## config.mk

```make
export PLATFORM = sky130hd
export DESIGN_NAME = expgolomb_packer
export DESIGN_NICKNAME = d
export VERILOG_FILES = /design/src/rtl/expgolomb_packer.sv
export SDC_FILE = /design/constraint.sdc
export NUM_CORES = 1
export LEC_CHECK = 0
export CAP_MARGIN = 15
export CORE_ASPECT_RATIO = 1.5
export CORE_UTILIZATION = 35
export DETAILED_ROUTE_END_ITERATION = 16
export DONT_BUFFER_PORTS = 1
export HOLD_SLACK_MARGIN = 0.03
export PLACE_DENSITY_LB_ADDON = 0.2
export SLEW_MARGIN = 20
export SYNTH_ARGS = -nofsm -noshare
export SYNTH_HDL_FRONTEND = slang
export SYNTH_SLANG_ARGS = --single-unit
export TNS_END_PERCENT = 1
```

## constraint.sdc

```tcl
create_clock -name clk -period 5.2 [get_ports clk]
set_input_delay 1.04 -clock clk [delete_from_list [all_inputs] [get_ports clk]]
set_output_delay 1.04 -clock clk [all_outputs]
set_load 0.01 [all_outputs]
```

## src/rtl/expgolomb_packer.sv

```systemverilog
// Exp-Golomb codeword former and MSB-first 32-bit word packer.
// Each accepted code number n with m = floor(log2(n+1)) becomes m zeros
// followed by n+1 in m+1 bits; codewords are concatenated into a left-aligned
// bit accumulator and drained as full words, or as a zero-padded tail on flush.
module expgolomb_packer #(
    parameter int unsigned VAL_W  = 19,
    parameter int unsigned LOG_W  = 5,
    parameter int unsigned WORD_W = 32
) (
    input  logic              clk,
    input  logic              reset_n,
    input  logic              in_valid,
    output logic              in_ready,
    input  logic [VAL_W-1:0]  in_val,
    input  logic [LOG_W-1:0]  in_log2,
    input  logic              in_flush,
    output logic              out_valid,
    input  logic              out_ready,
    output logic [WORD_W-1:0] out_data,
    output logic [5:0]        out_bits,
    output logic              out_last,
    output logic              flush_done,
    output logic              err
);

    localparam int unsigned ACC_W  = WORD_W + 2 * VAL_W + 1;
    localparam int unsigned FILL_W = $clog2(ACC_W + 1);
    localparam int unsigned CODE_W = VAL_W + 1;

    // Architectural state
    logic [ACC_W-1:0]  r_acc;
    logic [FILL_W-1:0] r_fill;
    logic              r_flush_pending;
    logic              r_err;

    // Registered output view
    logic              r_out_valid;
    logic [WORD_W-1:0] r_out_data;
    logic [5:0]        r_out_bits;
    logic              r_out_last;
    logic              r_flush_done;

    // Codeword formation
    logic [LOG_W-1:0]  w_m;
    logic [LOG_W-1:0]  w_mask_sh;
    logic [CODE_W-1:0] w_np1;
    logic [CODE_W-1:0] w_mask;
    logic [CODE_W-1:0] w_code;
    logic [FILL_W-1:0] w_len;
    logic [FILL_W-1:0] w_shift;
    logic [ACC_W-1:0]  w_placed;
    logic              w_bad;

    // Handshakes
    logic              w_accept;
    logic              w_full;
    logic              w_out_fire;

    // Next state
    logic [ACC_W-1:0]  w_acc_nxt;
    logic [FILL_W-1:0] w_fill_nxt;
    logic              w_fp_nxt;
    logic              w_err_nxt;
    logic              w_done_nxt;

    // Next output view
    logic              w_ov_nxt;
    logic [WORD_W-1:0] w_word;
    logic [WORD_W-1:0] w_data_nxt;
    logic [5:0]        w_bits_nxt;
    logic              w_last_nxt;

    // Input side is open only while a whole word is not yet buffered and no flush runs
    assign in_ready   = (r_fill < FILL_W'(WORD_W)) && !r_flush_pending;
    assign w_accept   = in_valid && in_ready;
    assign w_full     = (r_fill >= FILL_W'(WORD_W));
    assign w_out_fire = r_out_valid && out_ready;

    assign out_valid  = r_out_valid;
    assign out_data   = r_out_data;
    assign out_bits   = r_out_bits;
    assign out_last   = r_out_last;
    assign flush_done = r_flush_done;
    assign err        = r_err;

    // Build the codeword and position it at the current fill point.
    // An out-of-range prefix length is saturated so the accumulator can never overflow.
    always_comb begin
        w_m       = (in_log2 > LOG_W'(VAL_W)) ? LOG_W'(VAL_W) : in_log2;
        w_np1     = CODE_W'(in_val) + CODE_W'(1);
        w_mask_sh = LOG_W'(VAL_W) - w_m;
        w_mask    = {CODE_W{1'b1}} >> w_mask_sh;
        w_code    = w_np1 & w_mask;
        w_bad     = ((w_np1 >> in_log2) != CODE_W'(1));
        w_len     = FILL_W'({w_m, 1'b1});
        w_shift   = FILL_W'(ACC_W) - r_fill - w_len;
        w_placed  = ACC_W'(w_code) << w_shift;
    end

    // Next-state: append on accept, drain on output handshake, retire flush
    always_comb begin
        w_acc_nxt  = r_acc;
        w_fill_nxt = r_fill;
        w_fp_nxt   = r_flush_pending;
        w_err_nxt  = r_err;
        w_done_nxt = 1'b0;

        if (w_accept) begin
            w_acc_nxt  = r_acc | w_placed;
            w_fill_nxt = r_fill + w_len;
            if (w_bad) begin
                w_err_nxt = 1'b1;
            end
        end

        if (w_out_fire) begin
            if (w_full) begin
                w_acc_nxt  = r_acc << WORD_W;
                w_fill_nxt = r_fill - FILL_W'(WORD_W);
            end else begin
                w_acc_nxt  = '0;
                w_fill_nxt = '0;
                w_fp_nxt   = 1'b0;
                w_done_nxt = 1'b1;
            end
        end else if (r_flush_pending && (r_fill == '0)) begin
            // Flush found nothing left once full words were gone: finish without a tail
            w_fp_nxt   = 1'b0;
            w_done_nxt = 1'b1;
        end

        // A request while a flush is already running is ignored
        if (in_flush && !r_flush_pending) begin
            w_fp_nxt = 1'b1;
        end
    end

    // Output view derived from the next state so it lines up with the state registers
    always_comb begin
        w_ov_nxt = (w_fill_nxt >= FILL_W'(WORD_W)) || (w_fp_nxt && (w_fill_nxt != '0));
        w_word   = w_acc_nxt[ACC_W-1 -: WORD_W];
        if (w_fill_nxt < FILL_W'(WORD_W)) begin
            w_word = w_word & ~({WORD_W{1'b1}} >> w_fill_nxt);
        end
        w_data_nxt = '0;
        w_bits_nxt = '0;
        w_last_nxt = 1'b0;
        if (w_ov_nxt) begin
            w_data_nxt = w_word;
            if (w_fill_nxt >= FILL_W'(WORD_W)) begin
                w_bits_nxt = 6'(WORD_W);
            end else begin
                w_bits_nxt = 6'(w_fill_nxt);
                w_last_nxt = 1'b1;
            end
        end
    end

    // State and output registers
    always_ff @(posedge clk or negedge reset_n) begin
        if (!reset_n) begin
            r_acc           <= '0;
            r_fill          <= '0;
            r_flush_pending <= 1'b0;
            r_err           <= 1'b0;
            r_out_valid     <= 1'b0;
            r_out_data      <= '0;
            r_out_bits      <= '0;
            r_out_last      <= 1'b0;
            r_flush_done    <= 1'b0;
        end else begin
            r_acc           <= w_acc_nxt;
            r_fill          <= w_fill_nxt;
            r_flush_pending <= w_fp_nxt;
            r_err           <= w_err_nxt;
            r_out_valid     <= w_ov_nxt;
            r_out_data      <= w_data_nxt;
            r_out_bits      <= w_bits_nxt;
            r_out_last      <= w_last_nxt;
            r_flush_done    <= w_done_nxt;
        end
    end

endmodule

```

==> results.py, run 1 <==
metrics = {
    "logic_synthesis": {
        "synth_top_area_frac": 0.3343,
        "synth.yosys.seq_area_share": 0.3343,
        "synth-async-reset-ratio": 1.000,
        "syn_avg_cell_area_um2": 8.007,
        "ys_ff_latch": 121,
        "synth_ff_type": "dfrtp_1",
        "yosys_warnings": 0,
        "synth_cells": 1131,
        "ys_types": 96,
        "synth_nets": 1183,
        "synth_edf_count": 0,
        "syn-cell-area_um2": 9056,
        "synth.area.top_cells": "dfrtp_1 33%, a21oi_1 5.3%, nor2_1 5.2%",
        "yosys.cell_count.top_type": "nor2_1",
        "yosys-top-cells-count": "125 x nor2_1, 121 x dfrtp_1, 111 x nand2_1, 96 x a21oi_1, 56 x clkbuf_1",
        "yosys.area.top_type": "dfrtp_1",
    },
    "setup_path": {
        "required_ns": 5.56,
        "setup.worst_path.start": "in_log2[3]",
        "crit_family": "simple AND/OR/NAND/NOR gates",
        "cpPeakStageDelay_ns": 0.55,
        "slowest_stage": "nor2_1",
        "cp-end-kind": "flop",
        "crit_buf_inv": 1,
        "worstSetupStartpointType": "input pin",
        "cp_num_cells": 14,
        "r2r-start": "r_fill[1]$_DFF_PN0_",
        "path_class": "in2reg",
        "worst_r2r_path_depth": 14,
        "crit_chain": "o21ai_1 -> nand2_1 -> inv_1 -> ha_1 -> ha_1 -> a211oi_1 -> nor2_1 -> a31o_2 -> nor2_1 -> nand2_1 -> nor2_1 -> nand2_1 -> o31ai_1 -> and3b_1",
        "cp.arrival_ns": 4.93,
        "cp_max_fo": 9,
        "cp-endpoint": "out_data[18]$_DFF_PN0_",
        "reg2reg_to": "out_data[19]$_DFF_PN0_",
        "r2r_setup_slack_ns": 0.93,
    },
    "clocking": {
        "cts-buffers-inserted": 17,
        "cts_root_buffer": "clkbuf_16",
        "clk_pin_slew_ns": 0.07,
        "cts_tree": "yes",
        "clock_latency_ns": 0.43,
        "ctsResizeCount": 0,
        "cts.sinks": 121,
        "holdBufCountCts": 0,
        "post-cts-setup-buffer-count": 0,
        "htree_levels": 4,
        "cts_buffer_depth": 2,
    },
    "floorplan": {
        "die_h_um": 199.0,
        "rows": 71,
        "die_w_um": 133.3,
        "io-pin-count": 72,
        "initial_core_util": 0.3590,
        "die_area_um2": 26540,
        "core_area_um2": 25230,
    },
    "sta": {
        "rsz0062_at_grt": "no",
        "slew_headroom": 0.2702,
        "max_freq_mhz": 218.6,
        "period_minus_slack_ns": 4.574,
        "drv_slew": 0,
        "finalCritPeriodShare": 0.8797,
        "final-hold-violation-count": 0,
        "setup_viol": 0,
        "worstMarginPinSlew_ns": 1.083,
        "skew_ns": 0.01136,
        "setup_tns_ns": 0,
    },
    "routing": {
        "wire_per_inst_um": 24.89,
        "vias": 9417,
        "wirelength_mm": 36.52,
        "via_per_inst": 6.419,
        "dr.pass1.iters": 8,
        "drc": 0,
        "antenna_left": 0,
        "drtIter0Drc": 886,
    },
    "power": {
        "peakVddDrop_v": 0.0003250,
        "leakage_uw": 0.004270,
        "p_per_area_nw_per_um2": 751.8,
        "power_uw": 7636,
    },
    "grt": {
        "grt_pass1_wl_mm": 55.55,
        "grt.overflow.total": 0,
        "grt_usage": 0.2783,
        "grt_pass1_vias": 9297,
        "antenna_found_initial": 0,
        "grt_max_degree": 122,
    },
    "job": {
        "cap_viol_max_count": 0,
    },
    "outcome": {
        "status": "complete, no violations",
    },
    "final_layout": {
        "fin_area_um2": 10160,
        "nets": 1178,
        "diodes": 0,
        "drive_gt1_frac": 0.1080,
        "areaGrowthSynthToFinish_pct": 12.16,
    },
    "place": {
        "dpl-instance-area_um2": 9577,
        "place_congestion": 0.9846,
        "numPortBuffers": 0,
        "dpl.hpwl_mm": 27.72,
    },
    "hold_path": {
        "hold_class": "in2async",
    },
}
logic make-up after synthesis:
| family | synth area share |
|---|---|
| compound gates | 0.3107 |
| simple gates | 0.2368 |
| buf+inv | 0.04946 |
| flops | 0.3343 |
| mux | 0.01685 |
| xor+xnor | 0.01838 |
| fa+ha+maj | 0.03343 |
where the power goes:
| part | switching, uW | internal, uW |
|---|---|---|
| Clock | 476 | 665 |
| Combinational | 3580 | 1570 |
| Sequential | 173 | 1170 |
worst min path at each step:
| stage | start | to | slack, ns | cells past startpoint |
|---|---|---|---|---|
| after CTS | reset_n | r_acc[41]$_DFF_PN0_ | 0.29 | 0 |
| after detailed placement | r_acc[22]$_DFFE_PN0P_ | r_acc[22]$_DFFE_PN0P_ | 0.47 | 2 |
| after global placement | r_acc[22]$_DFFE_PN0P_ | r_acc[22]$_DFFE_PN0P_ | 0.46 | 2 |
| final | reset_n | r_acc[41]$_DFF_PN0_ | 0.31 | 0 |
| after global routing | reset_n | r_acc[41]$_DFF_PN0_ | 0.30 | 0 |
| after floorplan | r_acc[57]$_DFF_PN0_ | r_acc[57]$_DFF_PN0_ | 0.45 | 2 |
layout by cell type, fill, tap and decap left out, drive strengths merged, types with 14 or more instances in the layout:
master,synthesis,final
ha,21,21
nor3,41,41
a22oi,20,20
nand4,19,19
o21a,14,14
o22ai,15,15
a21oi,97,97
buf,19,51
o211ai,23,23
nand2,112,112
nand3,48,48
a211oi,17,17
o31ai,16,16
clkbuf,56,17
nor2,126,126
dfrtp,121,121
inv,32,37
o21ai,72,72
and2,16,16
a31oi,19,19
area by class of cell:
cell class                      count  area (um^2)
Timing Repair Buffer               51        382.9
Clock buffer                       17        425.4
Clock inverter                     15        143.9
Inverter                           37        138.9
Sequential cell                   121         3028
Tap cell                          328        410.4
Multi-Input combinational cell    898         5628
Fill cell                        2664        15070
registers in the layout, summed over array words and instances, names as in the netlist:
signal / cells
r_acc: 71
out_data: 32
r_fill: 7
out_bits: 6
err: 1
flush_done: 1
out_last: 1
out_valid: 1
r_flush_pending: 1
metal layers:
metal  share of wire  GRT usage  vias up
met1            0.38     0.3141     4567
li1                -          -     4244
met4           0.074     0.2075        0
met5               0          0        -
met3           0.057    0.04052      130
met2            0.49     0.4755      476
through the flow:
step	cells	hold slack (ns)	util	setup slack (ns)
2_1_floorplan	1131	0.4471	-	0.6276
3_3_place_gp	1435	0.4638	0.3796	0.3219
3_5_place_dp	1435	0.4709	0.3796	0.3024
4_1_cts	1467	0.2938	0.4022	0.7320
5_1_grt	1467	0.2990	0.4026	0.3577
6_report	1467	0.3090	0.4026	0.6257
Note: power is estimated with default switching activity, not from simulation.
==> run 2, diff against run 1 <==
--- a/config.mk
+++ b/config.mk
@@ -7,7 +7,7 @@
 export LEC_CHECK = 0
 export CAP_MARGIN = 15
 export CORE_ASPECT_RATIO = 1.5
-export CORE_UTILIZATION = 35
+export CORE_UTILIZATION = 45
 export DETAILED_ROUTE_END_ITERATION = 16
 export DONT_BUFFER_PORTS = 1
 export HOLD_SLACK_MARGIN = 0.03
@@ -16,4 +16,3 @@
 export SYNTH_ARGS = -nofsm -noshare
 export SYNTH_HDL_FRONTEND = slang
 export SYNTH_SLANG_ARGS = --single-unit
-export TNS_END_PERCENT = 1
==> run 2 against run 1 <==
Against the previous run:
- largest cell class unchanged
- largest power group unchanged
- power barely moved
- worst hold slack improved by 0.0030 ns
- highest routed layer unchanged
- setup slack gained 0.016 ns
- combinational power down 0.8%
- wire length is 2.1% lower
- clock power rose by 4%
==> results.py, run 2 (synthesized netlist as in run 1, its figures left out) <==
metrics = {
    "routing": {
        "vias": 9516,
        "via_per_inst": 6.797,
        "wirelength_mm": 35.76,
        "drc": 0,
        "antenna_left": 0,
        "dr.pass1.iters": 6,
        "drtIter0Drc": 1022,
        "wire_per_inst_um": 25.55,
    },
    "sta": {
        "final-hold-violation-count": 0,
        "rsz0062_at_grt": "no",
        "finalCritPeriodShare": 0.8765,
        "setup_tns_ns": 0,
        "slew_headroom": 0.2646,
        "drv_slew": 0,
        "period_minus_slack_ns": 4.558,
        "worstMarginPinSlew_ns": 1.098,
        "max_freq_mhz": 219.4,
        "skew_ns": 0.01071,
        "setup_viol": 0,
    },
    "clocking": {
        "cts_tree": "yes",
        "cts.sinks": 121,
        "cts-buffers-inserted": 17,
        "clock_latency_ns": 0.42,
        "ctsResizeCount": 0,
        "clk_pin_slew_ns": 0.06,
        "post-cts-setup-buffer-count": 0,
        "holdBufCountCts": 0,
        "cts_root_buffer": "clkbuf_16",
        "cts_buffer_depth": 2,
        "htree_levels": 4,
    },
    "final_layout": {
        "final_util": 0.5128,
        "largest_register_ffs": 71,
        "largest-register": "r_acc",
        "final_cell_mix": "125 x nor2_1, 121 x dfrtp_1, 110 x nand2_1, 95 x a21oi_1, 54 x o21ai_0",
        "diodes": 0,
        "final_common_cell": "nor2_1",
        "nFillCells": 1930,
        "drive_gt1_frac": 0.1070,
        "nets": 1179,
        "areaGrowthSynthToFinish_pct": 11.58,
        "fin_area_um2": 10100,
    },
    "setup_path": {
        "cp_num_cells": 16,
        "cp.arrival_ns": 4.85,
        "worst_r2r_path_depth": 12,
        "cpPeakStageDelay_ns": 0.51,
        "required_ns": 5.49,
        "path_class": "in2reg",
        "slowest_stage": "nor2_1",
        "r2r_setup_slack_ns": 1.09,
        "cp-end-kind": "flop",
        "crit_family": "simple AND/OR/NAND/NOR gates",
        "cp_max_fo": 11,
        "crit_chain": "inv_2 -> nand2_1 -> clkinv_1 -> ha_1 -> inv_1 -> ha_1 -> o21ai_0 -> nor2_1 -> a31o_2 -> nor2_1 -> and4_1 -> nand3b_1 -> a21oi_1 -> a221oi_1 -> buf_4 -> nor3_1",
        "worstSetupStartpointType": "input pin",
        "crit_buf_inv": 4,
    },
    "floorplan": {
        "die_w_um": 117.8,
        "rows": 63,
        "die_area_um2": 20710,
        "io-pin-count": 72,
        "initial_core_util": 0.4596,
        "core_area_um2": 19710,
        "die_h_um": 175.7,
    },
    "power": {
        "swShare": 0.5425,
        "power.net_switching_uw": 4145,
        "p_per_area_nw_per_um2": 756.1,
        "peakVddDrop_v": 0.0004154,
        "seqPwrFrac": 0.175,
        "power_uw": 7641,
        "leakage_uw": 0.004293,
        "p_clk_frac": 0.154,
        "internal-power_uw": 3496,
        "power_frac_comb": 0.670,
    },
    "hold_path": {
        "hold_class": "in2async",
    },
    "grt": {
        "antenna_found_initial": 0,
        "grt_max_degree": 122,
        "grt_usage": 0.3463,
        "grt_pass1_wl_mm": 54.34,
        "grt_pass1_vias": 9239,
        "grt.overflow.total": 0,
    },
    "place": {
        "dpl-instance-area_um2": 9512,
        "dpl.hpwl_mm": 26.82,
        "place_congestion": 0.9619,
        "numPortBuffers": 0,
    },
    "job": {
        "cap_viol_max_count": 0,
    },
    "outcome": {
        "status": "complete, no violations",
    },
}
## run 2: cell types whose count changed in the layout (fill, tap and decap cells not counted), sizes merged
cell	change
buf	+1
bufinv	+1
clkbuf	+5
clkinvlp	-1
inv	-5
## run 2: power groups by stage
stage / clock, uW / combinational [uW] / sequential [uW]
CTS: 1190 / 4940 / 1340
detailed placement: 0 / 4910 / 1350
floorplan: 0 / 3130 / 1300
global route: 1220 / 5400 / 1360
global placement: 0 / 4910 / 1350
finish: 1180 / 5120 / 1340
## run 2: path summary, 6_finish.rpt
check / from / to
max: in_log2[4] / out_data[10]$_DFF_PN0_
min: reset_n / err$_DFFE_PN0P_
max reg2reg: r_fill[1]$_DFF_PN0_ / out_data[27]$_DFF_PN0_
min reg2reg: r_acc[27]$_DFFE_PN0P_ / r_acc[27]$_DFFE_PN0P_
max in group asynchronous: reset_n / out_data[13]$_DFF_PN0_
min in group clk: r_acc[27]$_DFFE_PN0P_ / r_acc[27]$_DFFE_PN0P_
## run 2: final cells by class
class	instances	area (um^2)	share of cell area
clock inverter	10	118.9	0.01176
clock buffer	22	474.2	0.04693
timing repair buffer	52	402.9	0.03987
tap	260	325.3	0.03219
multi-input combinational	898	5617	0.5558
inverter	37	138.9	0.01374
sequential	121	3028	0.2997
## run 2: per-stage QoR
| step | instances | worst slack (ns) | hold WS [ns] |
|---|---|---|---|
| after floorplan | 1131 | 0.6276 | 0.4471 |
| after global placement | 1368 | 0.3873 | 0.4614 |
| after detailed placement | 1368 | 0.3295 | 0.4755 |
| after CTS | 1400 | 0.7577 | 0.2988 |
| after global routing | 1400 | 0.4815 | 0.3001 |
| final | 1400 | 0.6420 | 0.3120 |
## run 2: layer usage
metal / track usage / wire length (um) / up-vias
li1: - / - / 4243
met1: 0.3808 / 13030 / 4593
met2: 0.5980 / 17590 / 520
met3: 0.05065 / 2200 / 160
met4: 0.2719 / 2940 / 0
met5: 0 / 0 / -
==> run 3, diff against run 2 <==
--- a/config.mk
+++ b/config.mk
@@ -7,6 +7,7 @@
 export LEC_CHECK = 0
 export CAP_MARGIN = 15
 export CORE_ASPECT_RATIO = 1.5
+export CORE_MARGIN = 2
 export CORE_UTILIZATION = 45
 export DETAILED_ROUTE_END_ITERATION = 16
 export DONT_BUFFER_PORTS = 1
==> run 3 against run 2 <==
Against the previous run:
- die area up 2.9%
- cell area down 0.56%
- via count down 1.0%
- non-clock buffer count down 7
- global-route usage down 1.8 points
- utilization down 0.49 points
- first-iteration DRC count up 12%
- flip-flop and latch count unchanged
- sequential share of layout area up 0.17 points
- power down 0.73%
- setup slack better by 0.083 ns
- largest power group unchanged
- highest routed layer unchanged
==> results.py, run 3 (synthesized netlist as in run 1, its figures left out) <==
metrics = {
    "floorplan": {
        "io-pin-count": 72,
        "die_h_um": 177.7,
        "core_area_um2": 19790,
        "rows": 63,
        "die_area_um2": 21300,
        "initial_core_util": 0.4577,
        "die_w_um": 119.8,
    },
    "place": {
        "place_congestion": 1.050,
        "pre_cts_ws_ns": 0.4937,
        "place_inst": 1361,
        "dpl.hpwl_mm": 26.38,
        "numPortBuffers": 0,
    },
    "sta": {
        "setup_tns_ns": 0,
        "final-hold-violation-count": 0,
        "setup_viol": 0,
        "skew_ns": 0.01233,
        "rsz0062_at_grt": "no",
        "period_minus_slack_ns": 4.475,
        "max_freq_mhz": 223.5,
        "slew_headroom": 0.2097,
        "worstMarginPinSlew_ns": 1.173,
        "finalCritPeriodShare": 0.8605,
        "setup_ws_ns": 0.7253,
        "drv_slew": 0,
    },
    "clocking": {
        "clk_pin_slew_ns": 0.06,
        "holdBufCountCts": 0,
        "post-cts-setup-buffer-count": 0,
        "cts.sinks": 121,
        "htree_levels": 4,
        "cts_tree": "yes",
        "cts_root_buffer": "clkbuf_16",
        "clock_latency_ns": 0.42,
        "ctsResizeCount": 0,
        "cts_buffer_depth": 2,
        "cts-buffers-inserted": 17,
    },
    "setup_path": {
        "cp.arrival_ns": 4.72,
        "worstSetupStartpointType": "input pin",
        "required_ns": 5.44,
        "cp-end-kind": "flop",
        "cp_max_fo": 19,
        "path_class": "in2reg",
    },
    "outcome": {
        "status": "complete, no violations",
    },
    "final_layout": {
        "stdcell_count": 1390,
        "nets": 1172,
        "nFillCells": 1898,
        "multiInputGateArea_um2": 5617,
        "drive_gt1_frac": 0.1000,
        "final_cell_mix": "125 x nor2_1, 121 x dfrtp_1, 110 x nand2_1, 95 x a21oi_1, 54 x o21ai_0",
        "areaGrowthSynthToFinish_pct": 10.96,
        "largest-register": "r_acc",
        "diodes": 0,
        "ff_latch_area_um2": 3028,
        "final_common_cell": "nor2_1",
        "largest_register_ffs": 71,
    },
    "routing": {
        "wirelength_mm": 34.81,
        "via_per_inst": 6.776,
        "vias": 9419,
        "drtIter0Drc": 1145,
        "dr.pass1.iters": 6,
        "wire_per_inst_um": 25.04,
        "drc": 0,
        "antenna_left": 0,
    },
    "grt": {
        "grt_pass1_wl_mm": 53.14,
        "grt_max_degree": 122,
        "antenna_found_initial": 0,
        "grt_pass1_vias": 9219,
        "grt.overflow.total": 0,
        "grt_usage": 0.3283,
    },
    "power": {
        "peakVddDrop_v": 0.0004373,
        "p_per_area_nw_per_um2": 754.8,
        "leakage_uw": 0.004273,
    },
    "hold_path": {
        "hold_class": "in2async",
    },
    "job": {
        "cap_viol_max_count": 0,
    },
}
[run 3: cell count changes in the layout (fill, tap and decap cells not counted), sizes merged]
cell	delta
clkinvlp	-3
buf	-7
clkinv	-1
bufinv	+1
[run 3: routing by layer]
metal	up-vias	track usage	wire, um
met4	0	0.2627	3084
met5	-	0	0
met1	4545	0.3722	13130
li1	4234	-	-
met2	489	0.5510	16700
met3	151	0.04531	1895
[run 3: final timing paths]
kind                                             from                endpoint  slack, ns  cells after the start
worst max-delay path                       in_log2[1]  out_data[10]$_DFF_PN0_       0.73                     14
worst min-delay path                          reset_n  out_data[26]$_DFF_PN0_       0.32                      0
worst max register to register    r_fill[1]$_DFF_PN0_  out_data[21]$_DFF_PN0_       1.16                     14
worst min register to register  r_acc[22]$_DFFE_PN0P_   r_acc[22]$_DFFE_PN0P_       0.48                      2
max in group asynchronous                     reset_n  out_data[17]$_DFF_PN0_       4.58                      0
min in group clk                r_acc[22]$_DFFE_PN0P_   r_acc[22]$_DFFE_PN0P_       0.48                      2
[run 3: stage by stage]
stage | instance area (um^2) | hold WS [ns] | total power (uW) | utilization
floorplan | 9056 | 0.4471 | 4434 | -
global placement | 9447 | 0.4650 | 6213 | 0.4775
detailed placement | 9447 | 0.4698 | 6191 | 0.4775
CTS | 10050 | 0.3080 | 7427 | 0.5079
global route | 10050 | 0.3068 | 7949 | 0.5079
finish | 10050 | 0.3197 | 7585 | 0.5079
[run 3: where the power goes]
| part | switching [uW] | total, uW | internal (uW) |
|---|---|---|---|
| clock network | 415 | 1210 | 795 |
| logic | 3510 | 5040 | 1530 |
| registers | 165 | 1330 | 1170 |
[run 3: layout make-up]
cell class                 instances  area share
timing repair buffer              45     0.03362
tap                              260     0.03237
inverter                          37     0.01382
clock buffer                      22     0.04819
sequential                       121      0.3013
multi-input combinational        898      0.5590
clock inverter                     7     0.01170
[run 3: critical path, cell delays in order]
cell and delay [ns]:
clkinv_1 0.19, nand2_1 0.15, inv_1 0.05, ha_1 0.35, ha_1 0.32, a211oi_1 0.30
nor2_1 0.09, a31o_2 0.28, nor2_1 0.44, and4_1 0.40, nand3b_1 0.20, a21oi_1 0.19
a221oi_1 0.08, nor3_1 0.63
